--- src/rtl/ram_loader_ctrl.sv ---
// ram_loader_ctrl
// ---------------------------------------------------------------------------
// Programming-mode sequencer for the 8-bit CPU. While the host holds
// `programming` high, each byte the host presents on ui_in is written into
// RAM through the MAR. The per-byte sequence is: drive the address onto the
// bus and load MAR address, steer ui_in onto the bus and load MAR data, then
// strobe the RAM write. cpu_hold keeps the CPU control block off the bus for
// the whole session.
//
// Handshake: `ready` is high while the controller waits for a byte. The host
// places the byte on ui_in and raises ui_valid; only a 0->1 transition of
// ui_valid seen while ready=1 starts a load. ui_in must stay stable until the
// load completes (ready returns high). A level held high loads exactly once;
// rises while ready=0 are dropped, never queued.
//
// Ports:
//   clk            clock, rising edge
//   rst            asynchronous reset, active-high
//   programming    host requests a load session (level)
//   ui_valid       host byte strobe (rising edge counts)
//   ready          waiting for the next byte
//   done_load      all RAM_BYTES written, session complete
//   cpu_hold       CPU control block must keep bus drivers/loads inactive
//   addr_drive_en  drive {0, addr_out} onto the bus
//   addr_out       current load address
//   read_ui_in     steer ui_in onto the bus
//   n_load_addr    MAR address load, active-low
//   n_load_data    MAR data load, active-low
//   n_write_ram    RAM write, active-low
//   bytes_loaded   bytes written this session
//   state_dbg      current FSM state (0 IDLE, 1 WAIT_BYTE, 2 LOAD_ADDR,
//                  3 LOAD_DATA, 4 WRITE, 5 DONE)
// ---------------------------------------------------------------------------
module ram_loader_ctrl #(
  parameter int RAM_BYTES = 16,
  parameter int ADDR_W    = 4
) (
  input  logic              clk,
  input  logic              rst,
  input  logic              programming,
  input  logic              ui_valid,
  output logic              ready,
  output logic              done_load,
  output logic              cpu_hold,
  output logic              addr_drive_en,
  output logic [ADDR_W-1:0] addr_out,
  output logic              read_ui_in,
  output logic              n_load_addr,
  output logic              n_load_data,
  output logic              n_write_ram,
  output logic [ADDR_W:0]   bytes_loaded,
  output logic [2:0]        state_dbg
);

  typedef enum logic [2:0] {
    S_IDLE      = 3'd0,
    S_WAIT_BYTE = 3'd1,
    S_LOAD_ADDR = 3'd2,
    S_LOAD_DATA = 3'd3,
    S_WRITE     = 3'd4,
    S_DONE      = 3'd5
  } state_t;

  localparam logic [ADDR_W-1:0] LAST_ADDR = ADDR_W'(RAM_BYTES - 1);
  localparam logic [ADDR_W-1:0] ADDR_ONE  = ADDR_W'(1);
  localparam logic [ADDR_W:0]   CNT_ONE   = (ADDR_W + 1)'(1);

  state_t state;
  state_t state_n;
  logic   valid_q;
  logic   rise;

  assign rise      = ui_valid & ~valid_q;
  assign state_dbg = state;

  // Next-state logic. A rise coinciding with programming=0 is ignored: the
  // abort takes priority so no load starts in a session being torn down.
  always_comb begin
    state_n = state;
    case (state)
      S_IDLE:      if (programming) state_n = S_WAIT_BYTE;
      S_WAIT_BYTE: begin
        if (!programming) state_n = S_IDLE;
        else if (rise)    state_n = S_LOAD_ADDR;
      end
      S_LOAD_ADDR: state_n = S_LOAD_DATA;
      S_LOAD_DATA: state_n = S_WRITE;
      S_WRITE: begin
        if (addr_out == LAST_ADDR) state_n = S_DONE;
        else if (programming)      state_n = S_WAIT_BYTE;
        else                       state_n = S_IDLE;
      end
      S_DONE:      if (!programming) state_n = S_IDLE;
      default:     state_n = S_IDLE;
    endcase
  end

  // State, address/count and outputs. Outputs are registered decodes of the
  // next state, so they line up with `state` and never depend on inputs
  // combinationally.
  always_ff @(posedge clk or posedge rst) begin
    if (rst) begin
      state         <= S_IDLE;
      valid_q       <= 1'b0;
      addr_out      <= '0;
      bytes_loaded  <= '0;
      ready         <= 1'b0;
      done_load     <= 1'b0;
      cpu_hold      <= 1'b0;
      addr_drive_en <= 1'b0;
      read_ui_in    <= 1'b0;
      n_load_addr   <= 1'b1;
      n_load_data   <= 1'b1;
      n_write_ram   <= 1'b1;
    end else begin
      valid_q <= ui_valid;
      state   <= state_n;

      case (state)
        S_IDLE: begin
          if (programming) begin
            addr_out     <= '0;
            bytes_loaded <= '0;
          end
        end
        S_WRITE: begin
          bytes_loaded <= bytes_loaded + CNT_ONE;
          // No wrap: the last address is kept while sitting in DONE.
          if (addr_out != LAST_ADDR) addr_out <= addr_out + ADDR_ONE;
        end
        default: ;
      endcase

      ready         <= (state_n == S_WAIT_BYTE);
      done_load     <= (state_n == S_DONE);
      cpu_hold      <= (state_n != S_IDLE);
      addr_drive_en <= (state_n == S_LOAD_ADDR);
      read_ui_in    <= (state_n == S_LOAD_DATA);
      n_load_addr   <= (state_n != S_LOAD_ADDR);
      n_load_data   <= (state_n != S_LOAD_DATA);
      n_write_ram   <= (state_n != S_WRITE);
    end
  end

endmodule
--- config.mk ---
export PLATFORM = sky130hd
export DESIGN_NAME = ram_loader_ctrl
export DESIGN_NICKNAME = d
export VERILOG_FILES = /design/src/rtl/ram_loader_ctrl.sv
export SDC_FILE = /design/constraint.sdc
export NUM_CORES = 1
export LEC_CHECK = 0
export CAP_MARGIN = 20
export CORE_AREA = 4 4 58 60
export CTS_BUF_LIST = sky130_fd_sc_hd__clkbuf_4
export DETAILED_ROUTE_END_ITERATION = 8
export DIE_AREA = 0 0 62 64
export GPL_ROUTABILITY_DRIVEN = 0
export REMOVE_ABC_BUFFERS = 1
export SYNTH_ARGS = -nofsm -noshare
export SYNTH_HDL_FRONTEND = slang
export SYNTH_SLANG_ARGS = --single-unit
--- constraint.sdc ---
create_clock -name clk -period 4.4 [get_ports clk]
set_input_delay 0.66 -clock clk [delete_from_list [all_inputs] [get_ports clk]]
set_output_delay 0.66 -clock clk [all_outputs]
set_load 0.03 [all_outputs]
==> metrics.txt <==
Port Buffer Count 23; largest cells by area after synthesis dfrtp_1 (47%), dfstp_2 (8.2%), mux2i_1 (5.2%); hpwl dp 1360 microns; mux contribution to synthesized area 7.89%; global route overflow 0; Clock power frac 21.1%; Synth cell types 33; Most used DFF post-synth dfrtp_1; Hold WS 0.482 ns; Tcrit/Tclk final 54.3%; via count 712; vias per cell 4.91; status completed; FP Rows 20; # fillers 293; Cell Chain, Critical Path clkdlybuf4s50_1; setup TNS 0 ns; maximum VDD drop 207 uV; leak pwr 0.000564 uW; chip height 64 microns; Post-Synth Adder-Cell Area 2.59%; vias in the first global route 715; Crit path required time 3.74 ns; hold_sp bytes_loaded[4]; unrepaired setup endpoints after global routing no; CP Buf/Inv Count 1; pin count of the biggest net entering global routing 22; CTS H-tree lvls 1; hold buffer count at cts 0; DIE WIDTH 62 microns; Synth area leader dfrtp_1; Post-Synth Simple-Gate Area 23.2%; IO Count 24; crit path from state_dbg[1]; top cell type's share of synthesized area 46.6%; GRT Util Overall 10.4%; switching fraction of total power 33.1%; drt first pass iters 4; largest family of logic cells by synthesized area simple AND/OR/NAND/NOR gates; clock slew at reported path FFs 0.12 ns; sequential area share after synthesis 54.7%; Synth Register Bits 21; pwr dens 369 nW/um^2; Hold/Removal Path Class reg -> reg; crit path DAT 1.73 ns; Max-Cap Viols 0; fin cells 145; CTS tree done; fin crit period 2.39 ns; CTS Buf Count 3; Slowest cell on crit path clkdlybuf4s50_1; DRC 0; CP top delay family buffers and inverters; worst skew pair latency 0.30 ns; Setup WS pre-CTS 2.13 ns; Area growth syn-to-layout 28.7%; # diodes 0; Compound-Gate Fraction of Synth Area 6.86%; layout cells sized above 1 13.4%; average wire per standard cell 13.0 microns; CP Max Fanout 16; xor/xnor share of the synthesized area 0%; post-CTS setup repair buffer count 0; Mapped Cells 89; setup ws final 2.01 ns; Gate power share 26.8%; Fin Clk Skew 0.00922 ns; Fmax 0.418 GHz; Crit Reg-Reg Startpoint state_dbg[1]; Placed Instances 141; Power Internal 307 uW; maximum root-to-sink buffer count 2; Worst setup SP type flip-flop; Reg power frac 52.1%; Setup violations, final 0; Clock Sink Count 21; Routed Antenna Nets 0; final hold violations 0; initial core utilization 33.0%; slew at the pin with the worst max-slew slack 0.764 ns; initial antenna violation count 0; first-pass GRT wire length 3150 microns; initial DRC count 4; fin. max-slew vios 0; # resized after CTS 0; Crit. End Element output pin; Net count, final 119; biggest cell delay along the critical path 0.77 ns; syn_area_per_cell 10.9 sq um; root buffer selected by CTS clkbuf_4; worst rel slew slack 49.0%; EDFF count, synth 0; critical path type reg -> out; die area 3970 sq um; final wirelength 1880 microns; FFs w/ async S/R, synth 100%; synth warn 0; Mapped Area 967 sq um; switching power 152 uW; total core area 2930 sq um
-- logic make-up after synthesis --
| family | Yosys count |
|---|---|
| adder cells (fa/ha/maj) | 2 |
| AND/OR/NAND/NOR | 39 |
| flip-flops | 21 |
| multiplexers | 7 |
| AO/OA/AOI/OAI | 10 |
| buffers and inverters | 10 |
-- sequential cells by signal, summed over array words and instances (netlist names) --
name           count
bytes_loaded       5
addr_out           4
state_dbg          3
addr_drive_en      1
cpu_hold           1
done_load          1
n_load_addr        1
n_load_data        1
n_write_ram        1
read_ui_in         1
ready              1
valid_q            1
-- power by group through the flow --
stage               registers, uW  logic, uW  clock network [uW]
floorplan                     273       40.7                   0
global placement              242        124                   0
detailed placement            243        124                   0
CTS                           239        125                 101
global route                  244        134                 108
finish                        239        123                96.8
-- stage by stage --
step           utilization [%]  instance area (sq um)  power [uW]
2_1_floorplan                -                    943         314
3_3_place_gp              41.5                   1210         366
3_5_place_dp              41.5                   1210         367
4_1_cts                   42.5                   1240         466
5_1_grt                   42.5                   1240         486
6_report                  42.5                   1240         460
-- path summary, 6_finish.rpt --
check	to	slack [ns]	cells after the start
max	state_dbg[1]	2.01	1
min	bytes_loaded[4]	0.48	1
max reg2reg	addr_out[1]	2.73	2
min reg2reg	bytes_loaded[4]	0.48	1
max in group asynchronous	ready	3.13	2
min in group asynchronous	bytes_loaded[1]	0.79	2
-- routing by layer --
layer	global-route usage [%]	part of all wire (%)	vias to the layer above
met3	3.23	6.9	2
met1	13.4	46	340
met4	3.98	0.69	0
met5	0	0	-
met2	16.1	46	14
li1	-	-	356
-- cell usage in the layout, fill, tap and decap left out, drive strengths merged, types with 3 or more instances in the layout --
master	count
o21ai	4
nand2	10
mux2i	5
nand3	6
nor2	4
clkdlybuf4s50	23
nand4	3
inv	6
and3	3
dfrtp	18
clkbuf	4
dfstp	3
-- cells in the mapped netlist, types with 2 or more instances --
cell type  count
a21oi_1        2
a22oi_1        2
and3_1         2
clkbuf_1       2
dfrtp_1       18
dfstp_2        3
ha_1           2
inv_1          6
mux2i_1        5
nand2_1       10
nand2b_1       2
nand3_1        6
nand4_1        3
nor2_1         4
nor3_1         2
o21ai_0        3
-- cell type report --
class | instances | area (sq um) | area share, %
flip-flops and latches | 21 | 529 | 42.5
multi-input cells | 58 | 392 | 31.5
inverters | 6 | 22.5 | 1.81
clock buffers | 4 | 30.0 | 2.41
well taps | 33 | 41.3 | 3.32
repair buffers | 23 | 230 | 18.5
Power figures use the tool's default switching activity.
